$ cat src/rtl/a2d_arbiter.sv
// Round-robin arbiter sharing one A2D converter among three requesters.
// Ports: clk, rst_n (async active-low); req[2:0], req_chnnl[8:0] in;
//   gnt[2:0], rdy[2:0], res[11:0], busy, tmo_err out to requesters;
//   strt_cnv, chnnl[2:0] out to the A2D; cnv_cmplt, A2D_res[11:0] in.
module a2d_arbiter #(
    parameter logic [15:0] TMO = 16'd1024
) (
    input  logic        clk,
    input  logic        rst_n,
    input  logic [2:0]  req,
    input  logic [8:0]  req_chnnl,
    output logic [2:0]  gnt,
    output logic [2:0]  rdy,
    output logic [11:0] res,
    output logic        busy,
    output logic        tmo_err,
    output logic        strt_cnv,
    output logic [2:0]  chnnl,
    input  logic        cnv_cmplt,
    input  logic [11:0] A2D_res
);

    typedef enum logic [1:0] {
        IDLE  = 2'd0,
        START = 2'd1,
        WAIT  = 2'd2,
        DONE  = 2'd3
    } state_t;

    state_t      state_q;
    state_t      state_d;
    logic [1:0]  last;
    logic [1:0]  cur;
    logic [1:0]  c0;
    logic [1:0]  c1;
    logic [1:0]  win;
    logic [2:0]  win_oh;
    logic [2:0]  win_ch;
    logic [15:0] timer;
    logic        tmo_hit;

    function automatic logic [1:0] nxt(input logic [1:0] x);
        return (x == 2'd2) ? 2'd0 : x + 2'd1;
    endfunction

    // Search order last+1, last+2, last (mod 3); the final
    // candidate is last itself, so it is the fall-through.
    assign c0 = nxt(last);
    assign c1 = nxt(c0);

    always_comb begin
        win = last;
        if (req[c0]) begin
            win = c0;
        end else if (req[c1]) begin
            win = c1;
        end
    end

    always_comb begin
        win_oh = 3'b000;
        win_ch = 3'b000;
        case (win)
            2'd0: begin
                win_oh = 3'b001;
                win_ch = req_chnnl[2:0];
            end
            2'd1: begin
                win_oh = 3'b010;
                win_ch = req_chnnl[5:3];
            end
            default: begin
                win_oh = 3'b100;
                win_ch = req_chnnl[8:6];
            end
        endcase
    end

    assign tmo_hit = (timer == TMO - 16'd1);

    always_ff @(posedge clk or negedge rst_n) begin
        if (!rst_n) begin
            state_q <= IDLE;
        end else begin
            state_q <= state_d;
        end
    end

    always_comb begin
        state_d = state_q;
        case (state_q)
            IDLE: begin
                if (|req) state_d = START;
            end
            START: state_d = WAIT;
            WAIT: begin
                if (cnv_cmplt || tmo_hit) state_d = DONE;
            end
            DONE: state_d = IDLE;
            default: state_d = IDLE;
        endcase
    end

    always_ff @(posedge clk or negedge rst_n) begin
        if (!rst_n) begin
            gnt     <= 3'b000;
            chnnl   <= 3'b000;
            cur     <= 2'd0;
            last    <= 2'd2;
            timer   <= 16'd0;
            res     <= 12'h000;
            tmo_err <= 1'b0;
        end else begin
            case (state_q)
                IDLE: begin
                    if (|req) begin
                        gnt   <= win_oh;
                        chnnl <= win_ch;
                        cur   <= win;
                    end else begin
                        gnt <= 3'b000;
                    end
                end
                START: timer <= 16'd0;
                WAIT: begin
                    timer <= timer + 16'd1;
                    // A completion on the timeout cycle still counts.
                    if (cnv_cmplt) begin
                        res <= A2D_res;
                    end else if (tmo_hit) begin
                        res     <= 12'h000;
                        tmo_err <= 1'b1;
                    end
                end
                DONE: begin
                    last <= cur;
                    gnt  <= 3'b000;
                end
                default: gnt <= 3'b000;
            endcase
        end
    end

    // gnt still holds one-hot(cur) while in DONE.
    assign rdy      = (state_q == DONE) ? gnt : 3'b000;
    assign strt_cnv = (state_q == START);
    assign busy     = (state_q != IDLE);

endmodule

$ cat config.mk
export PLATFORM = sky130hd
export DESIGN_NAME = a2d_arbiter
export DESIGN_NICKNAME = d
export VERILOG_FILES = /design/src/rtl/a2d_arbiter.sv
export SDC_FILE = /design/constraint.sdc
export NUM_CORES = 1
export LEC_CHECK = 0
export CORE_MARGIN = 2
export CORE_UTILIZATION = 53
export DETAILED_ROUTE_END_ITERATION = 10
export PLACE_DENSITY_LB_ADDON = 0.12
export SYNTH_ARGS = -nofsm -noshare
export SYNTH_HDL_FRONTEND = slang
export SYNTH_SLANG_ARGS = --single-unit
export TNS_END_PERCENT = 30
$ cat constraint.sdc
create_clock -name clk -period 3.03 [get_ports clk]
set_input_delay 0.606 -clock clk [delete_from_list [all_inputs] [get_ports clk]]
set_output_delay 0.606 -clock clk [all_outputs]
set_load 0.02 [all_outputs]
# --- Yosys cells after proc, flatten, opt, wreduce, memory -nomap -nowiden ---
# Cells that the tools add are included.
totals:
  regBits: 41
  latchBits: 0
  ram_bits: 0
  rom_bits: 0
  in_bits: 27
  out_inout_bits: 24
  wordCells: 54
  n_memories: 0
op_classes:
  n_addsub: 3
  multipliers: 0
  n_div: 0
  n_lt_le_gt_ge: 2
  n_eq_ne: 9
  n_shift: 0
  mux: 19
  bitwise: 1
  n_reduce_logical: 12
op_table:
  columns: ["cell", "count"]
  rows:
  - ["$pmux 16 s2", 1]
  - ["$mux 12", 2]
  - ["$pmux 3 s2", 3]
  - ["$add 16x1->16 const B", 1]
  - ["$eq 16x10->1 const B", 1]
  - ["$mux 2", 6]
  - ["$eq 2x2->1 const B", 4]
  - ["$pmux 2 s4", 1]
  - ["$reduce_bool 2->1", 4]
  - ["$lt 2x3->1 const B", 2]
  - ["$mux 3", 2]
  - ["$reduce_and 2->1", 3]
  - ["$add 2x1->2 const B", 2]
  - ["$bmux 1 s2", 2]
  - ["$eq 2x1->1 const B", 2]
  - ["$logic_not 2->1", 2]
  - ["$ne 2x2->1 const B", 2]
  - ["$reduce_and 3->1", 1]
  - ["$reduce_or 3->1", 1]
  - ["$mux 1", 2]
  - ["$logic_or 1x1->1", 1]
  - ["$not 1->1", 1]

# --- Longest topological paths before layout ---
depth:
  ltp_word: 12
  depth_mapped: 7
  mapped_depth_nobuf: 6

# --- Worst setup path after synthesis ---
# No wires, ideal clock.
synth_timing:
  kind: "register to register"
  startpoint: "reg state_q[0]"
  endpoint: "reg timer[15]"
  setup_ns: 0.120
  arrival_ns: 1.821
  t_required_ns: 2.910
  path_slack_ns: 1.088
  stages_incl_launch_ff: 7
  path_buffers: 0
  synth_period_minus_slack_ns: 1.942
  path_cell_list: "dfrtp_1 inv_1 ha_1 nand3_1 nor4_2 a31oi_1 a41o_1"
synth_via:
  elab_chain_cells: 2
  elab_cells_between_ends: 4
  classes_between: "eq/ne (2); mux (1); reduce/logical (1)"
synth_rtl:
  columns: ["item", "line", "rtl"]
  rows:
  - ["start, declared", "30", "state_t state_q;"]
  - ["start signal, assigned", "85", "state_q <= state_d;"]
  - ["$eq 2x2->1 / $eq 2x1->1 (equally long branches)", "114", "case (state_q)"]
  - ["$pmux 16 s2 / $reduce_bool 2->1 (equally long branches)", null, null]
  - ["end signal, assigned", "126", "timer <= timer + 16'd1;"]
  - ["end, declared", "39", "logic [15:0] timer;"]
# Parallel ways exist; a longest one is shown, timed or not.
# A chain may end at the register's enable or synchronous reset.

# --- Worst setup path in the final report ---
layout_timing:
  startpoint: "reg state_q[1]"
  endpoint: "out rdy[2]"
layout_via:
  elab_chain_cells: 2
layout_rtl:
  columns: ["item", "line", "rtl"]
  rows:
  - ["$eq 2x2->1", "145", "assign rdy = (state_q == DONE) ? gnt : 3'b000;"]
  - ["$mux 3", "145", null]
  - ["end, declared", "13", "output logic [2:0] rdy,"]
# Every way passes these cells.

==> summary.md <==
| Metric | Value |
|---|---|
| Post-synthesis xor/xnor area fraction | `2.14%` |
| Highest-delay cell along the critical path | `clkdlybuf4s50_1` |
| CP endpoint kind | `output port` |
| Core box area | `between 3000 and 4000 um^2` |
| Async SR Flop Fraction | `100%` |
| Total wire length | `4520 um` |
| Fmax | `430 MHz` |
| Antenna-violating nets left | `0` |
| Startpoint Class | `flop` |
| Wire per inst | `around 15 um` |
| Global-route met1 utilization | `30.9%` |
| Final count of pins violating max slew | `0` |
| Slew HR | `40.6%` |
| CTS tree | `built` |
| Final period utilization | `76.8%` |
| Clock Pin Slew Worst Setup and Hold Paths | `0.07 ns` |
| GRT Max-Usage Layer | `met2` |
| Met3 GRT Util | `5.45%` |
| Flops & latches, synth | `a little over 40` |
| Starting DRT DRC Count | `144` |
| Slowest stage delay, CP | `0.60 ns` |
| CTS Sinks | `41` |
| Synth Area in Simple Gates | `19.0%` |
| YS warnings | `0` |
| Vias in the first global route | `1619` |
| Worst-Skew Late Latency | `between 0.2 and 0.3 ns` |
| Setup TNS | `0 ns` |
| Max Root-Sink Buffers | `2` |
| Die Y | `66.2 um` |
| Postcts setup bufs | `0` |
| Power Density | `910 nW/um^2` |
| Slew @ Worst Pin | `0.890 ns` |
| Fin nets | `280` |
| Area delta synth->final | `32.0%` |
| Crit Path Max Fanout | `6` |
| Post-synth top area share | `48.8%` |
| Clk_skew | `about 0.0063 ns` |
| First-pass GRT wire length | `7530 um` |
| GR Util met2 | `36.0%` |
| Port Buffers | `50` |
| Antenna diodes | `0` |
| Initial antenna violation count | `0` |
| Total global-route track usage | `22.8%` |
| Post-CTS Resized | `0` |
| I/O pins | `roughly 50` |
| Starting density of the core | `55.6%` |
| WS Path Type | `reg2out` |
| Area leader, netlist | `dfrtp_1` |
| Syn_nets | `about 230` |
| Unrepaired setup endpoints after global routing | `no` |
| FP Rows | `22` |
| Final Setup Violations | `0` |
| GRT overflow | `0` |
| Mapped Cells | `about 200` |
| Mapped Area | `2050 um^2` |
| Tot Pwr | `2.46 mW` |
| Avg Inst Size Synth | `10.4 um^2` |
| Post-route DRC violation count | `0` |
| Final Hold Fails | `0` |
| Number of flops mapped to enable cells by yosys | `0` |
| Max-cap violation count | `0` |
| Min-Delay Path Class | `in2async` |
| Hold-fix buffers, CTS | `0` |
| Die area | `4380 um^2` |
| Num CTS Buffers | `5` |
| Root Driver | `clkbuf_8` |
| CP Data Arrival Time | `approximately 1.7 ns` |
| Maximum vdd drop | `0.600 mV` |
| Dpl hpwl | `3230 um` |
| Synth Flop Type | `dfrtp_1` |
| CP required | `between 2 and 2.5 ns` |
| Share of cells above drive strength 1 | `between 10% and 20%` |
| Area share of fa/ha/maj cells after synthesis | `3.05%` |
| H-tree Lvls | `2` |
| Synth top area cells | `dfrtp_1, a22o_1, nand2_1, ha_1, nor2_1` |
| Routed via count | `between 1500 and 2000` |
| Distinct cells, synth | `42` |
| GP Congestion | `slightly below 0.8` |
| Final min period | `between 2 and 2.5 ns` |
| Synth Area in Compound Gates | `about a fifth` |
| Leak | `1.18 nW` |
| Status | `finished clean` |
| Die X | `66.2 um` |
| Largest family of logic cells by synthesized area | `compound AO/OA/AOI/OAI gates` |
| DR pass1 iterations | `5` |
| Register area share after synthesis | `roughly half` |
| Pin count of the biggest net entering global routing | `42` |
| Post-synthesis mux area share | `2.68%` |
| CP Cell Sequence | `ha_1 -> and2_1 -> clkdlybuf4s50_1` |
| Via density | `about 5.6` |
-- area by class of cell --
| class | count | area [um^2] |
|---|---|---|
| Multi-Input combinational cell | 138 | 947 |
| Fill cell | 297 | 982 |
| Inverter | 9 | 33.8 |
| Sequential cell | 41 | 1030 |
| Tap cell | 48 | 60.1 |
| Clock buffer | 6 | 82.6 |
| Clock inverter | 2 | 37.5 |
| Timing Repair Buffer | 53 | 518 |
-- cell families (layout without fill, tap and decap cells) --
kind of cell | after synthesis | in the layout
fa+ha+maj | 5 | 5
buf+inv | 18 | 70
xor+xnor | 5 | 5
mux | 5 | 5
compound gates | 51 | 51
flops | 41 | 41
simple gates | 72 | 72
-- registers in the layout (all words and copies together) (netlist names) --
name,count
timer,16
res,12
chnnl,3
gnt,3
cur,2
last,2
state_q,2
tmo_err,1
-- where the power goes --
part	internal [mW]	switching, mW	total, mW	leakage [nW]
sequential	0.714	0.115	0.828	0.534
combinational	0.541	0.635	1.18	0.592
clock	0.268	0.189	0.457	0.0574
-- worst max-delay path, delay by kind of cell, from the launching register on --
kind	cells	cell delay [ns]
adders and majority gates	1	0.28
buffers and inverters	1	0.60
DFF	1	0.39
and+or+nand+nor	1	0.16
-- layer usage --
metal	vias to the layer above	share of wire [%]
li1	825	-
met1	792	47
met2	41	47
met3	4	5.5
met4	0	1.2
met5	-	0
-- path summary, 6_finish.rpt --
path	from	end	slack, ns	cells past startpoint
min reg2reg	res[0]	res[0]	0.50	1
min in group clk	res[0]	res[0]	0.50	1
max	state_q[1]	rdy[2]	0.70	3
max reg2reg	state_q[1]	timer[15]	0.90	6
max in group asynchronous	rst_n	res[6]	2.04	1
min	rst_n	timer[0]	0.44	1
-- stage by stage --
step | cell area, um^2 | cells | hold WS [ns] | utilization (%) | setup WS (ns)
4_1_cts | 2710 | 297 | 0.463 | 73.4 | 0.679
5_1_grt | 2710 | 297 | 0.511 | 73.4 | 0.589
3_5_place_dp | 2590 | 289 | 0.482 | 70.1 | 0.569
2_1_floorplan | 2050 | 197 | 0.310 | - | 1.09
6_report | 2710 | 297 | 0.436 | 73.4 | 0.702
3_3_place_gp | 2590 | 289 | 0.474 | 70.1 | 0.610
-- placed cells by master (no fill, tap or decap), drive strengths merged, types with 5 or more instances in the layout --
master / netlist / final
and2: 7 / 7
o21ai: 7 / 7
a21oi: 5 / 5
xnor2: 5 / 5
clkdlybuf4s50: 0 / 49
nand2: 21 / 21
dfrtp: 40 / 40
clkbuf: 7 / 6
nor3: 7 / 7
a22o: 15 / 15
nor2: 12 / 12
nor4: 5 / 5
nand3: 6 / 6
ha: 5 / 5
inv: 9 / 9
-- cell usage after synthesis, types with 3 or more instances --
| cell type | count |
|---|---|
| a222oi_1 | 3 |
| mux2_2 | 3 |
| inv_1 | 9 |
| ha_1 | 5 |
| a21o_1 | 4 |
| nand4_1 | 4 |
| nor2_1 | 12 |
| nand2b_1 | 3 |
| nand3_1 | 6 |
| o211ai_1 | 4 |
| and2_1 | 7 |
| xnor2_1 | 5 |
| nand2_1 | 21 |
| a21oi_1 | 5 |
| nor2b_1 | 3 |
| clkbuf_1 | 7 |
| dfrtp_1 | 40 |
| a22o_1 | 15 |
| o21ai_0 | 6 |
| nor3_1 | 7 |
No activity file was read; power rests on OpenSTA's default activity.
